File: src/rtl/puf_frame_rx.sv
// Receiver for the 64-bit arbiter-PUF result frame: 8N1 UART deserialiser, frame assembly,
// marker check, majority vote over the 8 repeated responses and challenge-sequence tracking.
module puf_frame_rx #(
  parameter int CLKS_PER_BIT = 868,
  parameter int GAP_BITS     = 20
) (
  input  logic        clk,
  input  logic        rst_n,
  input  logic        rxd,
  output logic        frame_valid,
  output logic [15:0] chal,
  output logic [7:0]  resp,
  output logic        maj,
  output logic        tie,
  output logic        stable,
  output logic        frame_err,
  output logic        seq_err,
  output logic        sweep_done
);

  localparam int CW       = $clog2(CLKS_PER_BIT);
  localparam int GAP_CLKS = GAP_BITS * CLKS_PER_BIT;
  localparam int GW       = $clog2(GAP_CLKS);

  localparam logic [CW-1:0] HALF_LAST = CW'(CLKS_PER_BIT / 2 - 1);
  localparam logic [CW-1:0] FULL_LAST = CW'(CLKS_PER_BIT - 1);
  localparam logic [GW-1:0] GAP_LAST  = GW'(GAP_CLKS - 1);

  typedef enum logic [2:0] {
    S_IDLE,
    S_START,
    S_DATA,
    S_STOP,
    S_BRK
  } state_t;

  state_t          r_state;
  logic            r_rxd_s1;
  logic            r_rxd_s2;
  logic [CW-1:0]   r_clk_cnt;
  logic [2:0]      r_bit_cnt;
  logic [7:0]      r_byte;
  logic [2:0]      r_byte_idx;
  logic [55:0]     r_shift;
  logic [GW-1:0]   r_gap_cnt;
  logic            r_first;

  logic [63:0]     w_frame;
  logic [3:0]      w_pop;
  logic            w_good;
  logic [15:0]     w_next_chal;

  function automatic logic [3:0] popcount8(input logic [7:0] v);
    logic [3:0] n;
    n = '0;
    for (int i = 0; i < 8; i++) begin
      n = n + {3'b000, v[i]};
    end
    return n;
  endfunction

  // Only the previous seven bytes are kept; the byte in flight completes the frame.
  assign w_frame     = {r_shift, r_byte};
  assign w_pop       = popcount8(w_frame[11:4]);
  assign w_good      = (w_frame[47:28] == 20'hC0A0A) &&
                       (w_frame[27:12] == 16'hFFFF) &&
                       (w_frame[3:0]   == 4'hC);
  assign w_next_chal = chal + 16'd1;

  always_ff @(posedge clk or negedge rst_n) begin
    if (!rst_n) begin
      r_state     <= S_IDLE;
      r_rxd_s1    <= 1'b1;
      r_rxd_s2    <= 1'b1;
      r_clk_cnt   <= '0;
      r_bit_cnt   <= '0;
      r_byte      <= '0;
      r_byte_idx  <= '0;
      r_shift     <= '0;
      r_gap_cnt   <= '0;
      r_first     <= 1'b1;
      frame_valid <= 1'b0;
      chal        <= '0;
      resp        <= '0;
      maj         <= 1'b0;
      tie         <= 1'b0;
      stable      <= 1'b0;
      frame_err   <= 1'b0;
      seq_err     <= 1'b0;
      sweep_done  <= 1'b0;
    end else begin
      r_rxd_s1    <= rxd;
      r_rxd_s2    <= r_rxd_s1;
      frame_valid <= 1'b0;
      frame_err   <= 1'b0;
      seq_err     <= 1'b0;

      case (r_state)
        S_IDLE: begin
          r_clk_cnt <= '0;
          r_bit_cnt <= '0;
          if (!r_rxd_s2) begin
            r_state   <= S_START;
            r_gap_cnt <= '0;
          end else if (r_byte_idx != 3'd0) begin
            // A stalled partial frame is dropped after a long idle gap.
            if (r_gap_cnt == GAP_LAST) begin
              frame_err  <= 1'b1;
              r_byte_idx <= '0;
              r_gap_cnt  <= '0;
            end else begin
              r_gap_cnt <= r_gap_cnt + 1'b1;
            end
          end else begin
            r_gap_cnt <= '0;
          end
        end

        S_START: begin
          if (r_clk_cnt == HALF_LAST) begin
            r_clk_cnt <= '0;
            r_state   <= r_rxd_s2 ? S_IDLE : S_DATA;
          end else begin
            r_clk_cnt <= r_clk_cnt + 1'b1;
          end
        end

        S_DATA: begin
          if (r_clk_cnt == FULL_LAST) begin
            r_clk_cnt <= '0;
            r_byte    <= {r_rxd_s2, r_byte[7:1]};
            r_bit_cnt <= r_bit_cnt + 1'b1;
            if (r_bit_cnt == 3'd7) begin
              r_state <= S_STOP;
            end
          end else begin
            r_clk_cnt <= r_clk_cnt + 1'b1;
          end
        end

        S_STOP: begin
          if (r_clk_cnt == FULL_LAST) begin
            r_clk_cnt <= '0;
            if (r_rxd_s2) begin
              r_state    <= S_IDLE;
              r_shift    <= w_frame[55:0];
              r_byte_idx <= r_byte_idx + 1'b1;
              if (r_byte_idx == 3'd7) begin
                if (w_good) begin
                  frame_valid <= 1'b1;
                  chal        <= w_frame[63:48];
                  resp        <= w_frame[11:4];
                  maj         <= (w_pop >= 4'd5);
                  tie         <= (w_pop == 4'd4);
                  stable      <= (w_frame[11:4] == 8'h00) || (w_frame[11:4] == 8'hFF);
                  seq_err     <= !r_first && (w_frame[63:48] != w_next_chal);
                  r_first     <= 1'b0;
                  if (w_frame[63:48] == 16'hFFFF) begin
                    sweep_done <= 1'b1;
                  end
                end else begin
                  frame_err <= 1'b1;
                end
              end
            end else begin
              frame_err  <= 1'b1;
              r_byte_idx <= '0;
              r_state    <= S_BRK;
            end
          end else begin
            r_clk_cnt <= r_clk_cnt + 1'b1;
          end
        end

        S_BRK: begin
          r_clk_cnt <= '0;
          if (r_rxd_s2) begin
            r_state <= S_IDLE;
          end
        end

        default: r_state <= S_IDLE;
      endcase
    end
  end

endmodule

File: config.mk
export PLATFORM = sky130hd
export DESIGN_NAME = puf_frame_rx
export DESIGN_NICKNAME = d
export VERILOG_FILES = /design/src/rtl/puf_frame_rx.sv
export SDC_FILE = /design/constraint.sdc
export NUM_CORES = 1
export LEC_CHECK = 0
export CORE_MARGIN = 10
export CORE_UTILIZATION = 32
export DETAILED_ROUTE_END_ITERATION = 8
export PLACE_DENSITY = 0.45
export REMOVE_ABC_BUFFERS = 1
export SYNTH_ARGS = -nofsm -noshare
export SYNTH_HDL_FRONTEND = slang
export SYNTH_SLANG_ARGS = --single-unit
File: constraint.sdc
create_clock -name clk -period 8 [get_ports clk]
set_input_delay 1.2 -clock clk [delete_from_list [all_inputs] [get_ports clk]]
set_output_delay 1.2 -clock clk [all_outputs]
set_load 0.005 [all_outputs]
==> flow_summary_export.csv, run 1 <==
group,metric,value,unit
placed_design,dp.cells,840,
synth,netlist_area,6440,sq um
worst_hold_path,hp-class,"reg -> reg",
cells_and_area,antenna_cells,0,
floorplan,row_count,51,
clocking,cts_buffers,17,
run_status,status,"complete, no violations",
synth,synth_ff_type,"dfrtp_1",
clocking,cts_sinks,132,
placed_design,gp_congestion,0.801,
sta,slew_headroom,0.294,
floorplan,start_util,0.328,
clocking,hold_buffers,0,
cells_and_area,final_layout_size_suffix_gt1_frac,0.206,
sta,finalCriticalPeriod,3980,ps
critical_path,setup.worst_path.start_class,"flip-flop",
critical_path,cp_max_fo,64,
route,drt_first_pass_iters,4,
clocking,cts_setup_buffers,0,
sta,worst_slew_pin_slew,1060,ps
run,cap_viol_max_count,0,
power_and_ir_drop,peakVddDrop,0.147,mV
clocking,cts_max_level,4,
power_and_ir_drop,power.density,204,nW/um^2
route,drc,0,
placed_design,dp_hpwl,9.26,mm
clocking,clkLatencyLatePin,410,ps
synth,avgSynthCellArea,11.6,sq um
global_route,grt_pass1_wl,22.9,mm
sta,drv_slew,0,
clocking,post_cts_resize_count,0,
cells_and_area,finalNonFillerCells,871,
global_route,grt_antenna_before_repair,0,
clocking,cts_root_buf,"clkbuf_16",
synth,ys_async_sr_fraction,1.00,
sta,hold_violations,0,
placed_design,portBuffers,33,
route,drt_iter0_markers,171,
global_route,grt_pass1_vias,4431,
synth,yosysSeqAreaShare,0.513,
global_route,grtUsageTotal,0.107,
sta,rsz0062_at_grt,"false",
floorplan,core_area,19700,sq um
synth,synth_compound_area_frac,0.0563,
critical_path,cp-end-kind,"flip-flop",
clocking,path_clk_slew,60,ps
sta,setup_viol,0,
clocking,clockBufferDepth,2,
global_route,grt-ovfl-total,0,
sta,clock-skew-final,10.2,ps
cells_and_area,layout_common_cells,"129 x dfrtp_1, 64 x mux2_2, 42 x nand2_1, 37 x nor2_1, 32 x clkdlybuf4s50_1",
sta,timing.setup.tns,0,ps
route,routed_via_density,4.92,
synth,yosys.area_share.adder,0.0396,
synth,synth_cell_types,56,
sta,finalCritPeriodShare,0.498,
floorplan,die_y,162,um
critical_path,arrival,4280,ps
clocking,cts_tree,"built",
placed_design,place_area,7040,sq um
route,wirelength,13.6,mm
synth,synth_top_family_by_area,"multiplexers",
synth,synth-edff-count,0,
global_route,grt_max_degree,75,
critical_path,crit_required,8300,ps
cells_and_area,nets,615,
synth,synthSimpleGateAreaFrac,0.151,
synth,netlist_instances,556,
power_and_ir_drop,p_total,1580,uW
route,postRouteAntennaNets,0,
cells_and_area,final_common_cell,"dfrtp_1",
power_and_ir_drop,p_leak,0.00350,uW
floorplan,ioPinCount,34,
sta,max_freq,251,MHz
synth,ys_ff_latch,132,
critical_path,worstSetupPathType,"reg -> reg",
synth,synthMuxAreaShare,0.163,
route,dr_total_vias,4283,
route,wl_per_cell,15.6,um
floorplan,die_x,162,um
synth,yosysWarningCount,0,
synth,synth_xor_area_frac,0.0462,
cells_and_area,postLayoutCellArea,7710,sq um
cells_and_area,area.growth.synth_to_final,19.7,%
floorplan,die_area,26200,sq um
[path summary, 6_finish.rpt]
check	cells past startpoint	endpoint	from	slack (ps)
worst max-delay path	7	chal[4]	r_clk_cnt[2]	4020
worst min register to register	0	r_rxd_s2	r_rxd_s1	360
worst max register to register	7	chal[4]	r_clk_cnt[2]	4020
worst min-delay path	0	r_rxd_s2	r_rxd_s1	360
min in group asynchronous	1	chal[13]	rst_n	840
max in group asynchronous	2	r_clk_cnt[4]	rst_n	5690
[sequential cells by signal, summed over array words and instances, names as in the netlist]
name,cells
frame_err,1
maj,1
stable,1
r_state,3
resp,8
sweep_done,1
frame_valid,1
r_rxd_s1,1
r_clk_cnt,10
r_first,1
r_byte,8
seq_err,1
r_byte_idx,3
r_bit_cnt,3
tie,1
r_rxd_s2,1
r_shift,56
chal,16
r_gap_cnt,15
[cell usage after synthesis (4+ instances only)]
| cell type | instances | area share |
|---|---|---|
| nor4b_1 | 5 | 0.0068 |
| nor3_1 | 12 | 0.0093 |
| fa_1 | 4 | 0.012 |
| nor4_1 | 9 | 0.0087 |
| ha_1 | 14 | 0.027 |
| and2_1 | 4 | 0.0039 |
| nor2_1 | 37 | 0.022 |
| nand2b_1 | 7 | 0.0068 |
| mux2_2 | 64 | 0.11 |
| clkbuf_1 | 13 | 0.0076 |
| or3_1 | 9 | 0.0087 |
| nand4_1 | 23 | 0.022 |
| mux2_4 | 19 | 0.044 |
| a21oi_1 | 9 | 0.0070 |
| nand3_1 | 12 | 0.0093 |
| nand2_1 | 42 | 0.024 |
| xor2_1 | 12 | 0.016 |
| dfrtp_1 | 129 | 0.50 |
| xnor2_1 | 22 | 0.030 |
| inv_1 | 27 | 0.016 |
| o21ai_0 | 23 | 0.018 |
[routing by layer]
layer,GRT usage,vias to the layer above,share of wire
met5,0,-,0
li1,-,2058,-
met3,0.0324,13,0.041
met4,0.0405,0,0.012
met1,0.139,2149,0.48
met2,0.165,63,0.47
[layout make-up]
class	instances	area (sq um)
timing repair buffer	37	358
fill	1956	11900
multi-input combinational	379	2940
sequential	132	3310
clock inverter	9	199
clock buffer	22	474
tap	265	332
inverter	27	101
[power by group]
group	switching (uW)	internal, uW
Sequential	0.873	669
Clock	284	607
Combinational	13.1	1.28
[critical path, cell delays in order (launching register included)]
cell and delay, ps:
dfrtp_1 430, or3b_4 410, or4b_4 570, or4b_2 630, buf_4 370, or3_1 720, buf_4 370, mux2_4 320
[logic make-up after synthesis]
family | Yosys count
buf+inv | 45
compound gates | 58
xor+xnor | 34
simple gates | 182
flops | 132
fa+ha+maj | 18
mux | 87
[through the flow]
| stage | setup slack (ps) | hold WS, ps | utilization |
|---|---|---|---|
| global placement | 4060 | 349 | 0.358 |
| detailed placement | 4020 | 353 | 0.358 |
| global route | 3880 | 362 | 0.392 |
| finish | 4020 | 356 | 0.392 |
| CTS | 4010 | 358 | 0.392 |
| floorplan | 3780 | 345 | - |
Note: power is estimated with default switching activity, not from simulation.
==> run 2, diff against run 1 <==
==> constraint.sdc (replaced) <==
create_clock -name clk -period 4.06 [get_ports clk]
set_input_delay 0.609 -clock clk [delete_from_list [all_inputs] [get_ports clk]]
set_output_delay 0.609 -clock clk [all_outputs]
set_load 0.005 [all_outputs]
==> run 2 against run 1 <==
  * Clock-buffer cell count down 5
  * Sequential power up 97%
  * Setup slack worse by 3300 ps
  * Cell area down 0.62%
  * Clock power up 80%
  * Total power up 87%
  * Die area unchanged
  * First-iteration DRC count up 24%
  * Critical endpoint is now tie
  * Largest power group unchanged
==> flow_summary_export.csv, run 2 (synthesis results as in run 1) <==
group,metric,value,unit
run_status,status,"complete, no violations",
cells_and_area,top_regs,"r_shift: 56 flops, chal: 16 flops, r_gap_cnt: 15 flops",
route,drt_first_pass_iters,5,
floorplan,die_y,162,um
critical_path,r2r_cells,11,
critical_path,crit_required,4360,ps
floorplan,die_x,162,um
placed_design,gp_congestion,0.777,
floorplan,die_area,26200,sq um
critical_path,arrival,3640,ps
global_route,grt_pass1_vias,4489,
clocking,clkLatencyLatePin,420,ps
cells_and_area,final_common_cell,"dfrtp_1",
sta,drv_slew,0,
critical_path,cp_max_fo,4,
global_route,grt_pass1_wl,23.3,mm
sta,clock-skew-final,8.57,ps
power_and_ir_drop,power.density,385,nW/um^2
clocking,cts_max_level,4,
critical_path,cp-end-kind,"flip-flop",
placed_design,portBuffers,33,
global_route,grt-ovfl-total,0,
placed_design,dp.cells,840,
route,drc,0,
clocking,cts_tree,"built",
placed_design,dp_hpwl,9.22,mm
critical_path,worstSetupPathType,"reg -> reg",
global_route,grt_antenna_before_repair,0,
floorplan,start_util,0.328,
sta,slew_headroom,0.242,
sta,rsz0062_at_grt,"false",
sta,finalCritPeriodShare,0.824,
clocking,clockBufferDepth,2,
sta,hold_violations,0,
clocking,cts_setup_buffers,0,
clocking,post_cts_resize_count,0,
route,wirelength,13.7,mm
clocking,hold_buffers,0,
cells_and_area,final_layout_size_suffix_gt1_frac,0.210,
critical_path,setup.worst_path.start_class,"flip-flop",
global_route,grt_max_degree,72,
sta,max_freq,299,MHz
cells_and_area,regMostFlops,"r_shift",
power_and_ir_drop,peakVddDrop,0.317,mV
critical_path,r2r_slack,710,ps
run,cap_viol_max_count,0,
cells_and_area,nets,615,
clocking,cts_root_buf,"clkbuf_16",
worst_hold_path,hp-class,"in -> async",
route,wl_per_cell,15.7,um
clocking,path_clk_slew,60,ps
sta,holdWs,287,ps
sta,setup_viol,0,
cells_and_area,largest_reg_flops,56,
floorplan,core_area,19700,sq um
critical_path,r2r_end,"tie",
floorplan,ioPinCount,34,
sta,worst_slew_pin_slew,1140,ps
cells_and_area,layout_common_cells,"129 x dfrtp_1, 64 x mux2_2, 42 x nand2_1, 37 x nor2_1, 32 x clkdlybuf4s50_1",
route,dr_total_vias,4361,
floorplan,row_count,51,
route,drt_iter0_markers,212,
route,postRouteAntennaNets,0,
cells_and_area,antenna_cells,0,
critical_path,reg2reg_from,"r_byte[4]",
power_and_ir_drop,p_leak,0.00346,uW
cells_and_area,finalNonFillerCells,871,
cells_and_area,area.growth.synth_to_final,18.9,%
sta,finalCriticalPeriod,3350,ps
clocking,cts_buffers,17,
global_route,grtUsageTotal,0.109,
route,routed_via_density,5.01,
clocking,cts_sinks,132,
-- run 2: cell types whose count changed in the layout (fill, tap and decap cells not counted), moves of 2 or more --
cell	previous run	this run
bufinv_16	6	4
clkbuf_1	2	0
clkbuf_8	3	0
clkinv_2	2	4
clkinvlp_4	0	4
-- run 2: worst max path at each step --
stage | start | end | slack (ps) | cells after the start
2_1_floorplan | r_clk_cnt[3] | chal[10] | -160 | 5
3_3_place_gp | r_byte[4] | tie | 760 | 11
3_5_place_dp | r_byte[4] | tie | 710 | 11
4_1_cts | r_byte[4] | tie | 700 | 11
5_1_grt | r_byte[4] | tie | 570 | 11
6_report | r_byte[4] | tie | 710 | 11
-- run 2: worst max-delay path, cell delays in order, from the launching register on --
cell and delay (ps):
dfrtp_1 390, inv_1 110, fa_1 560, fa_1 430
fa_1 490, inv_1 40, ha_1 190, inv_1 70
fa_1 390, nor2b_1 150, nor3b_1 140, mux2_4 260
-- run 2: layout make-up --
type / count / area (sq um)
fillers: 1949 / 12000
flip-flops and latches: 132 / 3310
multi-input cells: 379 / 2940
clock buffers: 17 / 425
repair buffers: 37 / 370
well taps: 265 / 332
clock inverters: 14 / 188
inverters: 27 / 101
-- run 2: routing by layer --
layer,vias to the layer above,wire length [um],GRT usage
met1,2196,6590,0.140
met2,85,6290,0.169
met4,0,192,0.0426
li1,2063,-,-
met3,17,588,0.0311
met5,-,0,0
-- run 2: power breakdown --
group | total (uW) | switching (uW) | internal (uW)
registers | 1320 | 1.80 | 1320
clock network | 1600 | 579 | 1020
logic | 30.2 | 26.3 | 3.90
total | 2950 | 607 | 2340
-- run 2: metrics by stage --
step	setup slack, ps	total power [uW]	instance area (sq um)	setup TNS, ps	util
2_1_floorplan	-158	1340	6350	-4150	-
3_3_place_gp	759	1380	7050	0	0.359
3_5_place_dp	706	1380	7050	0	0.359
4_1_cts	697	3000	7660	0	0.390
5_1_grt	566	3050	7660	0	0.390
6_report	714	2950	7660	0	0.390
